### config.mk
export PLATFORM = sky130hd
export DESIGN_NAME = lfsr_run_controller
export DESIGN_NICKNAME = d
export VERILOG_FILES = /design/src/rtl/lfsr_run_controller_pkg.sv /design/src/rtl/lfsr_run_controller_core.sv /design/src/rtl/lfsr_run_controller.sv
export SDC_FILE = /design/constraint.sdc
export NUM_CORES = 1
export LEC_CHECK = 0
export CAP_MARGIN = 10
export CORE_ASPECT_RATIO = 2
export CORE_MARGIN = 2
export CORE_UTILIZATION = 40
export CTS_CLUSTER_DIAMETER = 60
export DETAILED_ROUTE_END_ITERATION = 10
export PLACE_DENSITY_LB_ADDON = 0.12
export SLEW_MARGIN = 30
export SYNTH_ARGS = -nofsm -noshare
export SYNTH_HDL_FRONTEND = slang
export SYNTH_SLANG_ARGS = --single-unit
### constraint.sdc
create_clock -name CLK -period 2.5 [get_ports CLK]
set_clock_uncertainty 0.2 [all_clocks]
set_input_delay 0.5 -clock CLK [delete_from_list [all_inputs] [get_ports CLK]]
set_output_delay 0.5 -clock CLK [all_outputs]
set_load 0.02 [all_outputs]
### src/rtl/lfsr_run_controller_pkg.sv
// ---------------------------------------------------------------------------
// lfsr_run_controller_pkg
//   Shared definitions for the LFSR run controller slice: controller state
//   encoding, the default feedback tap mask, the command-pulse bundle and the
//   LFSR feedback helper used by lfsr_core.
// ---------------------------------------------------------------------------
package lfsr_run_controller_pkg;

    localparam int unsigned STATE_W = 3;

    // Controller states; encodings are fixed so debug probes read consistently.
    typedef enum logic [STATE_W-1:0] {
        ST_IDLE = 3'd0,
        ST_LOAD = 3'd1,
        ST_STEP = 3'd2,
        ST_RUN  = 3'd3,
        ST_DONE = 3'd4
    } ctrl_state_e;

    // Taps at bits 0, 8, 13 and 31.
    localparam logic [63:0] DEFAULT_TAPS = 64'h0000_0000_8000_2101;

    // One bit per switch command, highest priority first.
    typedef struct packed {
        logic load;
        logic stop;
        logic start;
        logic step;
    } cmd_bus_t;

    // Feedback bit shifted into the MSB: parity of the tapped bits, optionally
    // inverted (XNOR form, whose stuck state is all-ones instead of all-zeros).
    function automatic logic lfsr_feedback(
        input logic [63:0] q,
        input logic [63:0] taps,
        input logic        invert
    );
        return (^(q & taps)) ^ invert;
    endfunction

endpackage

### src/rtl/lfsr_run_controller_core.sv
// ---------------------------------------------------------------------------
// lfsr_core
//   64-bit right-shifting LFSR register. LOAD takes priority over EN.
//   Ports:
//     CLK   clock
//     RST   synchronous active-high reset, clears Q to zero
//     EN    advance one step: Q <= {fb, Q[63:1]}
//     LOAD  load D into Q
//     D     parallel load value
//     Q     current LFSR state (registered)
// ---------------------------------------------------------------------------
module lfsr_core
    import lfsr_run_controller_pkg::*;
#(
    parameter logic [63:0] TAPS   = DEFAULT_TAPS,
    parameter bit          INVERT = 1'b1
) (
    input  logic        CLK,
    input  logic        RST,
    input  logic        EN,
    input  logic        LOAD,
    input  logic [63:0] D,
    output logic [63:0] Q
);

    logic [63:0] q_q;
    logic [63:0] q_d;

    // Next LFSR value: load, shift, or hold.
    always_comb begin
        q_d = q_q;
        if (LOAD) begin
            q_d = D;
        end else if (EN) begin
            q_d = {lfsr_feedback(q_q, TAPS, INVERT), q_q[63:1]};
        end else begin
            q_d = q_q;
        end
    end

    // LFSR state register.
    always_ff @(posedge CLK) begin
        if (RST) begin
            q_q <= 64'h0;
        end else begin
            q_q <= q_d;
        end
    end

    assign Q = q_q;

endmodule

### src/rtl/lfsr_run_controller.sv
// ---------------------------------------------------------------------------
// lfsr_run_controller
//   Sequencer for a 64-bit LFSR driven from slow level-type switches.
//   Rising edges of the command switches become single-cycle actions:
//   load seed, single step, run RUN_LEN steps (0 = until stopped), stop.
//   Ports:
//     CLK, RST     clock, synchronous active-high reset
//     CMD_LOAD     rising edge loads SEED (next cycle)
//     CMD_START    rising edge starts a run, clearing STEP_COUNT
//     CMD_STOP     rising edge aborts a run / leaves DONE
//     CMD_STEP     rising edge advances exactly one step (next cycle)
//     RUN_LEN      steps per run, 0 = free-run
//     SEED         value loaded on CMD_LOAD
//     LFSR_OUT     LFSR state
//     STEP_COUNT   advances since last load/start (wraps)
//     BUSY         run in progress
//     DONE         run finished, state held
//     LOCKUP       LFSR_OUT is all-ones (XNOR stuck state)
// ---------------------------------------------------------------------------
module lfsr_run_controller
    import lfsr_run_controller_pkg::*;
#(
    parameter int unsigned CNT_W  = 16,
    parameter logic [63:0] TAPS   = DEFAULT_TAPS,
    parameter bit          INVERT = 1'b1
) (
    input  logic             CLK,
    input  logic             RST,
    input  logic             CMD_LOAD,
    input  logic             CMD_START,
    input  logic             CMD_STOP,
    input  logic             CMD_STEP,
    input  logic [CNT_W-1:0] RUN_LEN,
    input  logic [63:0]      SEED,
    output logic [63:0]      LFSR_OUT,
    output logic [CNT_W-1:0] STEP_COUNT,
    output logic             BUSY,
    output logic             DONE,
    output logic             LOCKUP
);

    cmd_bus_t         cmd_now_s;
    cmd_bus_t         cmd_prev_q;
    cmd_bus_t         pulse_raw_s;
    cmd_bus_t         pulse_sel_s;
    ctrl_state_e      state_q;
    ctrl_state_e      state_d;
    logic [CNT_W-1:0] cnt_q;
    logic [CNT_W-1:0] cnt_d;
    logic             busy_q;
    logic             done_q;
    logic             core_en_s;
    logic             core_load_s;
    logic             cnt_clr_s;
    logic             run_last_s;
    logic [63:0]      lfsr_s;

    assign cmd_now_s   = '{load: CMD_LOAD, stop: CMD_STOP, start: CMD_START, step: CMD_STEP};
    assign pulse_raw_s = cmd_now_s & ~cmd_prev_q;

    // Switch history. Loaded during reset as well, so a switch held high
    // through reset does not look like a fresh edge afterwards.
    always_ff @(posedge CLK) begin
        cmd_prev_q <= cmd_now_s;
    end

    // Keep only the highest-priority pulse: LOAD > STOP > START > STEP.
    always_comb begin
        pulse_sel_s = '0;
        if (pulse_raw_s.load) begin
            pulse_sel_s.load = 1'b1;
        end else if (pulse_raw_s.stop) begin
            pulse_sel_s.stop = 1'b1;
        end else if (pulse_raw_s.start) begin
            pulse_sel_s.start = 1'b1;
        end else if (pulse_raw_s.step) begin
            pulse_sel_s.step = 1'b1;
        end else begin
            pulse_sel_s = '0;
        end
    end

    // Last step of a bounded run: the count before this advance is RUN_LEN-1.
    assign run_last_s = (RUN_LEN != {CNT_W{1'b0}}) && (cnt_q == (RUN_LEN - CNT_W'(1)));

    // FSM state register.
    always_ff @(posedge CLK) begin
        if (RST) begin
            state_q <= ST_IDLE;
        end else begin
            state_q <= state_d;
        end
    end

    // FSM next-state logic.
    always_comb begin
        state_d = state_q;
        case (state_q)
            ST_IDLE: begin
                // STOP wins over START/STEP here but has nothing to stop.
                if (pulse_sel_s.load) begin
                    state_d = ST_LOAD;
                end else if (pulse_sel_s.start) begin
                    state_d = ST_RUN;
                end else if (pulse_sel_s.step) begin
                    state_d = ST_STEP;
                end else begin
                    state_d = ST_IDLE;
                end
            end
            ST_LOAD: state_d = ST_IDLE;
            ST_STEP: state_d = ST_IDLE;
            ST_RUN: begin
                if (pulse_sel_s.load) begin
                    state_d = ST_LOAD;
                end else if (pulse_sel_s.stop) begin
                    state_d = ST_IDLE;
                end else if (run_last_s) begin
                    state_d = ST_DONE;
                end else begin
                    state_d = ST_RUN;
                end
            end
            ST_DONE: begin
                if (pulse_sel_s.load) begin
                    state_d = ST_LOAD;
                end else if (pulse_sel_s.stop) begin
                    state_d = ST_IDLE;
                end else if (pulse_sel_s.start) begin
                    state_d = ST_RUN;
                end else if (pulse_sel_s.step) begin
                    state_d = ST_STEP;
                end else begin
                    state_d = ST_DONE;
                end
            end
            default: state_d = ST_IDLE;
        endcase
    end

    // FSM datapath controls.
    always_comb begin
        core_load_s = 1'b0;
        core_en_s   = 1'b0;
        cnt_clr_s   = 1'b0;
        case (state_q)
            ST_IDLE: cnt_clr_s = pulse_sel_s.start;
            ST_LOAD: begin
                core_load_s = 1'b1;
                cnt_clr_s   = 1'b1;
            end
            ST_STEP: core_en_s = 1'b1;
            // A LOAD or STOP seen in RUN suppresses that cycle's advance.
            ST_RUN:  core_en_s = ~(pulse_sel_s.load | pulse_sel_s.stop);
            ST_DONE: cnt_clr_s = pulse_sel_s.start;
            default: begin
                core_load_s = 1'b0;
                core_en_s   = 1'b0;
                cnt_clr_s   = 1'b0;
            end
        endcase
    end

    // Step counter next value.
    always_comb begin
        cnt_d = cnt_q;
        if (cnt_clr_s) begin
            cnt_d = {CNT_W{1'b0}};
        end else if (core_en_s) begin
            cnt_d = cnt_q + CNT_W'(1);
        end else begin
            cnt_d = cnt_q;
        end
    end

    // Step counter and status flags, registered from the next state.
    always_ff @(posedge CLK) begin
        if (RST) begin
            cnt_q  <= {CNT_W{1'b0}};
            busy_q <= 1'b0;
            done_q <= 1'b0;
        end else begin
            cnt_q  <= cnt_d;
            busy_q <= (state_d == ST_RUN);
            done_q <= (state_d == ST_DONE);
        end
    end

    lfsr_core #(
        .TAPS   (TAPS),
        .INVERT (INVERT)
    ) u_core (
        .CLK  (CLK),
        .RST  (RST),
        .EN   (core_en_s),
        .LOAD (core_load_s),
        .D    (SEED),
        .Q    (lfsr_s)
    );

    assign LFSR_OUT   = lfsr_s;
    assign STEP_COUNT = cnt_q;
    assign BUSY       = busy_q;
    assign DONE       = done_q;
    assign LOCKUP     = &lfsr_s;

endmodule

# Word level (Yosys, flattened, before mapping)

Cells that the tools add are included.

$add $sub $neg: 2
Equality and inequality tests: 7
Mux-type cells: 23
Bitwise gates (word level): 5
Reductions and logical operators: 8

Operator list:

| operator                                             | number |
|---|---|
| two-way mux 64 bit                                   | 2 |
| AND reduction 64 bit                                 | 1 |
| XOR reduction 64 bit                                 | 1 |
| two-way mux 3 bit                                    | 8 |
| adder 16 x 1 -> 16 bit (second input constant)       | 1 |
| equality test 16 bit                                 | 1 |
| nonzero test 16 bit                                  | 1 |
| subtractor 16 x 1 -> 16 bit (second input constant)  | 1 |
| equality test 3 x 2 -> 1 bit (second input constant) | 3 |
| case mux 3 bit (3 select lines)                      | 1 |
| two-way mux 2 bit                                    | 4 |
| equality test 3 bit (second input constant)          | 2 |
| two-way mux 1 bit                                    | 6 |
| AND 4 bit                                            | 1 |
| NOT 4 bit                                            | 1 |
| case mux 1 bit (2 select lines)                      | 2 |
| OR reduction 2 bit                                   | 2 |
| equality test 3 x 1 -> 1 bit (second input constant) | 1 |
| zero test 3 bit                                      | 1 |
| NOT 1 bit                                            | 2 |
| nonzero test 2 bit                                   | 1 |
| logical AND 1 bit                                    | 1 |
| bitwise OR 1 bit                                     | 1 |

Register bits: 89
Output and inout bits: 83
Word-level logic and storage cells: 54

# Longest topological paths before layout

Gate-level depths: netlist (run 1).

Depth in word-level cells: 12
Mapped depth: 9

# Cells and area by module

Synthesis (run 1) repeated with hierarchy kept, for this count alone.

Cell total of the unflattened synthesis: 493
Area total of the unflattened synthesis: 4968.5 sq um

By module, submodules not included:

| module              | instances | cells each | area an instance (sq um) | sequential area each (sq um) |
|---|---|---|---|---|
| lfsr_core           | 1         | 283        | 3253.1                   | 1281.2 |
| lfsr_run_controller | 1         | 210        | 1715.4                   | 500.5 |

# Worst setup path before layout (run 1)

No wires, ideal clock.

Kind: input to register
Start point: in RUN_LEN[0]
End point: reg busy_q (netlist: BUSY)
Library setup time: 134 ps
Data arrival time: 2191 ps
Required time: 2166 ps
Slack: -25 ps
Stages: 8
Path buffers: 1
Cell sequence: inv_1 > ha_1 > clkbuf_1 > or4b_1 > a211oi_1 > a211oi_1 > nor4_2 > o22ai_1

Longest elaborated chain between the ends: 8
Elaborated cells on any way between the ends: 9
Classes of those cells: add/sub (1); eq/ne (2); mux (4); reduce/logical (2)

RTL lines:

| item                                | RTL line                   | RTL |
|---|---|---|
| from (decl)                         | lfsr_run_controller.sv:33  | `input logic [CNT_W-1:0] RUN_LEN,` |
| subtractor 16 x 1 -> 16 bit         | lfsr_run_controller.sv:84  | `assign run_last_s = (RUN_LEN != {CNT_W{1'b0}}) && (cnt_q == (RUN_LEN - CNT_W'(1)));` |
| equality test 16 bit                | lfsr_run_controller.sv:84  |  |
| logical AND 1 bit (*)               | lfsr_run_controller.sv:84  |  |
| two-way mux 3 bit (*)               | lfsr_run_controller.sv:118 | `end else if (run_last_s) begin` |
| two-way mux 3 bit (*)               | lfsr_run_controller.sv:116 | `end else if (pulse_sel_s.stop) begin` |
| two-way mux 3 bit (*)               | lfsr_run_controller.sv:114 | `if (pulse_sel_s.load) begin` |
| case mux 3 bit (3 select lines) (*) | lfsr_run_controller.sv:98  | `case (state_q)` |
| equality test 3 x 2 -> 1 bit (*)    | lfsr_run_controller.sv:184 | `busy_q <= (state_d == ST_RUN);` |
| to (signal assigned)                | lfsr_run_controller.sv:184 |  |
| to (decl)                           | lfsr_run_controller.sv:50  | `logic busy_q;` |

Mark *: on every way between the ends. The rest lies on a longest branch, timed or not.
A chain may end at the register's enable or synchronous reset.

# Final worst setup path (run 1)

Start point: in RUN_LEN[3]
End point: reg busy_q (netlist: BUSY)

Same word-level chain as after synthesis.

==> results of run 1 <==
==> critical path, delay by kind of cell <==
family | cells | cell delay [ns]
AO/OA/AOI/OAI | 2 | 0.26
XOR/XNOR | 1 | 0.25
buffers and inverters | 4 | 0.80
AND/OR/NAND/NOR | 3 | 0.60
==> what timing repair did <==
action,4_1_cts,5_1_grt
resized for setup,26,10
pin swaps,11,7
endpoints found under the setup margin,6,6
setup buffers,3,0
==> power breakdown <==
| group | switching, mW | total (mW) | leakage, nW | internal, mW |
|---|---|---|---|---|
| sequential | 0.0760 | 1.60 | 0.728 | 1.52 |
| clock | 0.553 | 1.35 | 0.135 | 0.802 |
| combinational | 0.479 | 0.987 | 1.82 | 0.508 |
==> worst paths after layout <==
path,cells past startpoint,start,to
worst max-delay path,10,RUN_LEN[3],BUSY$_SDFF_PP0_
worst min-delay path,3,RST,state_q[0]$_SDFF_PP0_
worst max register to register,7,STEP_COUNT[14]$_SDFFE_PP0P_,BUSY$_SDFF_PP0_
worst min register to register,2,u_core.Q[35]$_SDFFE_PP0P_,u_core.Q[34]$_SDFFE_PP0P_
==> final cells by class <==
| cell class | count | area [µm²] | area share |
|---|---|---|---|
| clock buffers | 12 | 246 | 0.0335 |
| clock inverters | 4 | 52.6 | 0.00715 |
| inverters | 10 | 37.5 | 0.00510 |
| multi-input cells | 448 | 2660 | 0.361 |
| flip-flops and latches | 89 | 1780 | 0.242 |
| well taps | 142 | 178 | 0.0242 |
| repair buffers | 255 | 2400 | 0.327 |
==> logic make-up (layout without fill, tap and decap cells) <==
family          after synthesis  count (layout)  share of synthesized area
fa+ha+maj                     3               3                    0.00824
simple gates                311             311                      0.309
buf+inv                      52             281                     0.0437
compound gates               98              98                      0.172
mux                           2               2                    0.00440
flops                        89              89                      0.391
xor+xnor                     34              34                     0.0714
==> cells in the mapped netlist, drive strengths merged, types with 2 or more instances <==
library cell,number,area share
buf,4,0.0041
nor3b,2,0.0033
nand2,141,0.12
and4,2,0.0038
dfxtp,89,0.39
and2,3,0.0041
nor2b,4,0.0055
or3,4,0.0055
a311oi,64,0.12
nand3,8,0.0088
nand4,22,0.030
ha,3,0.0082
nand2b,5,0.0069
mux2i,2,0.0044
and3,3,0.0041
o22ai,2,0.0027
nand4b,3,0.0058
clkbuf,38,0.031
o2bb2ai,2,0.0038
nor2,84,0.069
a211oi,5,0.0082
nor4,13,0.021
or4b,2,0.0044
nor3,8,0.0088
inv,10,0.0082
o2111ai,3,0.0058
or2,3,0.0041
xor2,7,0.013
o21ai,9,0.0099
xnor2,25,0.048
xnor3,2,0.0099
a21oi,7,0.0077
==> sequential cells by signal (all words and copies together), names as in the netlist <==
name	cells
STEP_COUNT	16
u_core.Q	64
cmd_prev_q	4
DONE	1
state_q	3
BUSY	1
==> routing by layer <==
layer / vias up / wire [µm] / part of all wire / GRT usage
li1: 2549 / - / - / -
met1: 2581 / 5580 / 0.35 / 0.266
met5: - / 0 / 0 / 0
met3: 39 / 944 / 0.059 / 0.0551
met2: 201 / 8950 / 0.56 / 0.500
met4: 0 / 580 / 0.036 / 0.126
==> layout by cell type, fill, tap and decap left out, types with 7 or more instances in the layout <==
cell type / count
a21oi_1: 7
a311oi_1: 64
buf_12: 7
buf_4: 80
clkbuf_16: 9
clkdlybuf4s50_1: 155
dfxtp_1: 89
inv_1: 8
nand2_1: 140
nand3_1: 8
nand4_1: 22
nor2_1: 84
nor3_1: 8
nor4_1: 8
o21ai_0: 9
xnor2_1: 23
xor2_1: 7
==> run summary, run 1 <==
outcome -> finished, final reports clean
CTS Buf Count -> 9
Post-CTS Hold Buffers -> 0
Synth Register Bits -> 89
RSZ-0062 raised after global routing -> no
pre-CTS setup slack -> -0.641 ns
CP endpoint kind -> flop
crit-path cells -> dlygate4sd2_1 > nor4_2 > buf_4 > buf_4 > nand3_1 > xnor2_1 > o2111ai_2 > nor4_2 > buf_4 > o22ai_1
root buffer cell -> clkbuf_16
total negative slack -> 0 ns
Cell Count Post-Placement -> 941
Gate Count Post-Synth -> 589
Starting Density -> 0.406
DRC errors left -> 0
via count -> 5370
number of synthesized flops with an enable pin -> 0
slew margin rel. -> 0.638
Post-synth ARST share -> 0
post-synthesis sequential area ratio -> 0.391
clk buf depth -> 2
Mapped Nets -> 678
Total GRT Usage -> 0.265
Routed Antenna Nets -> 0
max-cap violation count -> 0
die area -> 12300 µm²
count of final hold-check violations -> 0
Slew @ Worst Pin -> 0.543 ns
I/O pins -> 169
fin nets -> 902
DR WL/cell -> 16.7 µm
vias in the first global route -> 5574
Synth Flop Type -> dfxtp_1
Mapped Area -> 4550 µm²
final worst setup slack -> 0.128 ns
die width -> 79.4 µm
pin count of the biggest net entering global routing -> 65
CTS tree -> built
post-route cell area -> 7350 µm²
# setup viols final -> 0
Ant. Diodes -> 0
Tot Pwr -> 3.94 mW
Crit path largest cell delay -> 0.27 ns
CP most frequent cell -> buf_4
first drt pass iteration count -> 5
number of vias per cell -> 5.59
first-pass GRT wire length -> 26000 µm
Final min period -> 2.37 ns
fin crit share -> 0.949
clk_lat worst skew -> 0.34 ns
static leakage -> 2.68 nW
Syn Area/Cell -> 7.73 µm²
clock transition at the registers of the reported paths -> 0.07 ns
Syn. warnings -> 0
Startpoint Class -> input port
Crit path required time -> 2.53 ns
initial antenna violation count -> 0
CP Class -> input port to flop
overall routed net length -> 16100 µm
CP Max Fanout -> 8
Area after DPL -> 6970 µm²
Finished Core Util -> 0.656
CTS H-tree lvls -> 3
GRT overflow -> 0
Die Span Y -> 155 µm
Final Slew Violations -> 0
Core Area -> 11200 µm²
Site Rows -> 55
count of cell types in the netlist -> 45
FF-to-FF setup slack -> 0.13 ns
Port Buffers -> 168
layout cells sized above 1 -> 0.154
arrival time worst endpoint -> 2.40 ns
fillcell total -> 1022
VDD IR max -> 405 µV
worst hold margin -> 0.291 ns
CTS sink count -> 89
slowest stage cell on the critical path -> dlygate4sd2_1
Finished Layout Cells -> 960
Peak Freq -> 0.422 GHz
Cell Pwr Density -> 535 nW/µm²
GP Congestion -> 0.950
Worst Hold Class -> input port to flop
dpl hpwl -> 12000 µm
1st-iter DRT viols -> 242
Layout area overhead -> 61.5%
No activity file was read; power rests on OpenSTA's default activity.
==> run 2, diff against run 1 <==
--- a/config.mk
+++ b/config.mk
@@ -8,10 +8,10 @@
 export CAP_MARGIN = 10
 export CORE_ASPECT_RATIO = 2
 export CORE_MARGIN = 2
-export CORE_UTILIZATION = 40
+export CORE_UTILIZATION = 45
 export CTS_CLUSTER_DIAMETER = 60
 export DETAILED_ROUTE_END_ITERATION = 10
-export PLACE_DENSITY_LB_ADDON = 0.12
+export PLACE_DENSITY_LB_ADDON = 0.25
 export SLEW_MARGIN = 30
 export SYNTH_ARGS = -nofsm -noshare
 export SYNTH_HDL_FRONTEND = slang
==> constraint.sdc (replaced) <==
create_clock -name CLK -period 2.6 [get_ports CLK]
set_clock_uncertainty 0.2 [all_clocks]
set_input_delay 0.52 -clock CLK [delete_from_list [all_inputs] [get_ports CLK]]
set_output_delay 0.52 -clock CLK [all_outputs]
set_load 0.02 [all_outputs]
==> run summary, run 2 (synthesis results as in run 1) <==
DR WL/cell -> 15.2 µm (-8.9%)
CTS tree -> built
Sequential Power Share -> 0.428 (+0.023)
Peak Freq -> 0.418 GHz
Routed Antenna Nets -> 0 (unchanged)
first-pass GRT wire length -> 22300 µm (-14%)
clock transition at the registers of the reported paths -> 0.07 ns (about the same)
R2R cell count -> 7 (unchanged)
Worst Hold Depth -> 2 (-1)
CTS sink count -> 89 (unchanged)
Total GRT Usage -> 0.254 (-0.0103)
Cell Count Post-Placement -> 898 (-4.6%)
count of final hold-check violations -> 0 (unchanged)
Slew @ Worst Pin -> 0.679 ns (+0.136 ns)
Final min period -> 2.39 ns
Finished Layout Cells -> 918 (-4.4%)
Ant. Diodes -> 0 (unchanged)
vias in the first global route -> 4648 (-17%)
CTS Buf Count -> 9 (unchanged)
# setup viols final -> 0 (unchanged)
CTS H-tree lvls -> 3 (unchanged)
Crit path max-delay family -> simple AND/OR/NAND/NOR gates
static leakage -> 2.50 nW (-6.6%)
layout cells sized above 1 -> 0.112 (-0.0416)
Top Layer Used -> met4
crit-path cells -> clkdlybuf4s50_1 > nor4_2 > buf_4 > and4b_1 > and4_1 > o22ai_1 > nor4_2 > buf_4 > o22ai_1
P_sw -> 1.05 mW (-4.9%)
Post-CTS Hold Buffers -> 0 (unchanged)
Startpoint Class -> input port
dpl hpwl -> 10100 µm (-16%)
clk_lat worst skew -> 0.34 ns (about the same)
CP endpoint kind -> flop
Layout area overhead -> 54.7%
root buffer cell -> clkbuf_16
VDD IR max -> 445 µV (+10%)
CP Max Fanout -> 6 (-2)
WL met1 -> 6270 µm (+12%)
Switching Share -> 0.290 (+0.00910)
Finished Core Util -> 0.708 (+0.0519)
final worst setup slack -> 0.207 ns (+0.0786 ns)
Final Slew Violations -> 0 (unchanged)
Die Span Y -> 146 µm (-5.6%)
max-cap violation count -> 0 (unchanged)
WL met3 -> 1070 µm (+13%)
die width -> 75.1 µm (-5.4%)
first drt pass iteration count -> 4 (-1)
pin count of the biggest net entering global routing -> 58 (-11%)
Reg with most FFs -> u_core.Q
clk buf depth -> 2 (unchanged)
Worst Hold Class -> flop to flop
slowest stage cell on the critical path -> clkdlybuf4s50_1
Site Rows -> 52 (-5.5%)
GP Congestion -> 0.871 (-8.3%)
overall routed net length -> 14000 µm (-13%)
initial antenna violation count -> 0 (unchanged)
CP Class -> input port to flop
Internal -> 2.58 mW (-9.0%)
1st-iter DRT viols -> 335 (+38%)
Crit path required time -> 2.62 ns (+0.09 ns)
fin crit share -> 0.920
metal2 WL -> 6440 µm (-28%)
slew margin rel. -> 0.547 (-0.0908)
DRC errors left -> 0 (unchanged)
I/O pins -> 169 (unchanged)
WP buf/inv -> 3 (-1)
max FFs per register -> 64 (unchanged)
GRT overflow -> 0 (unchanged)
pre-CTS setup slack -> -0.525 ns (+0.116 ns)
most frequent cells in the layout -> 159 x clkdlybuf4s50_1, 140 x nand2_1, 89 x dfxtp_1
Crit path largest cell delay -> 0.43 ns (+0.16 ns)
via count -> 5045 (-6.1%)
die area -> 11000 µm² (-11%)
Port Buffers -> 168 (unchanged)
combinational power share -> 0.233 (-0.018)
Starting Density -> 0.457 (+0.0515)
Tot Pwr -> 3.63 mW (-7.8%)
Clk pwr share -> 0.339 (-0.005)
arrival time worst endpoint -> 2.41 ns (about the same)
FF-to-FF setup slack -> 0.26 ns (+0.13 ns)
most common cell after layout, fill and taps aside -> clkdlybuf4s50_1
RSZ-0062 raised after global routing -> no
Core Area -> 9950 µm² (-11%)
fin nets -> 867 (-3.9%)
outcome -> finished, final reports clean
Cell Pwr Density -> 515 nW/µm² (-3.8%)
number of vias per cell -> 5.50 (-1.8%)
Critical Path Stages -> 9 (-1)
-- run 2: cell count changes in the layout (fill, tap and decap cells not counted), moves of 3 or more --
cell	previous run	this run
clkdlybuf4s50_1	155	159
buf_4	80	48
dlymetal6s2s_1	3	7
buf_12	7	4
dlygate4sd2_1	5	0
-- run 2: per-stage QoR --
step / hold slack (ns) / instance area [µm²] / setup TNS (ns)
after global routing: 0.325 / 7040 / 0
after global placement: 0.299 / 6650 / -2.62
after floorplan: 0.305 / 4550 / 0
after detailed placement: 0.300 / 6650 / -4.56
after CTS: 0.305 / 6990 / 0
final: 0.304 / 7040 / 0
-- run 2: final cells by class --
| type | instances | area [µm²] |
|---|---|---|
| Clock buffer | 11 | 243 |
| Clock inverter | 5 | 40.0 |
| Fill cell | 855 | 2910 |
| Inverter | 10 | 37.5 |
| Multi-Input combinational cell | 448 | 2640 |
| Sequential cell | 89 | 1780 |
| Tap cell | 135 | 169 |
| Timing Repair Buffer | 220 | 2130 |
-- run 2: layer usage --
metal / vias to the layer above / track usage
met4: 0 / 0.0696
met5: - / 0
met1: 2372 / 0.361
met3: 18 / 0.0704
met2: 167 / 0.378
li1: 2488 / -
-- run 2: timing repair --
action	in CTS	in global routing
endpoints found under the setup margin	6	6
resized for setup	9	15
setup buffers	3	1
pin swaps	1	6
-- run 2: worst min-delay path: cells and delay by family, from the launching register on --
kind | cells | cell delay [ns]
AO/OA/AOI/OAI | 1 | 0.07
flip-flops | 1 | 0.33
AND/OR/NAND/NOR | 1 | 0.06
-- run 2: final timing paths --
path,startpoint,to
hold reg to reg,u_core.Q[9]$_SDFFE_PP0P_,u_core.Q[8]$_SDFFE_PP0P_
setup / recovery,RUN_LEN[7],BUSY$_SDFF_PP0_
setup reg to reg,STEP_COUNT[14]$_SDFFE_PP0P_,BUSY$_SDFF_PP0_
hold / removal,u_core.Q[9]$_SDFFE_PP0P_,u_core.Q[8]$_SDFFE_PP0P_
-- run 2: power groups by stage --
| stage | Clock (mW) | Combinational (mW) | Sequential (mW) |
|---|---|---|---|
| 2_1_floorplan | 0 | 0.271 | 1.68 |
| 3_3_place_gp | 0 | 0.826 | 1.58 |
| 3_5_place_dp | 0 | 0.834 | 1.58 |
| 4_1_cts | 1.25 | 0.844 | 1.55 |
| 5_1_grt | 1.31 | 0.908 | 1.57 |
| 6_report | 1.23 | 0.844 | 1.55 |
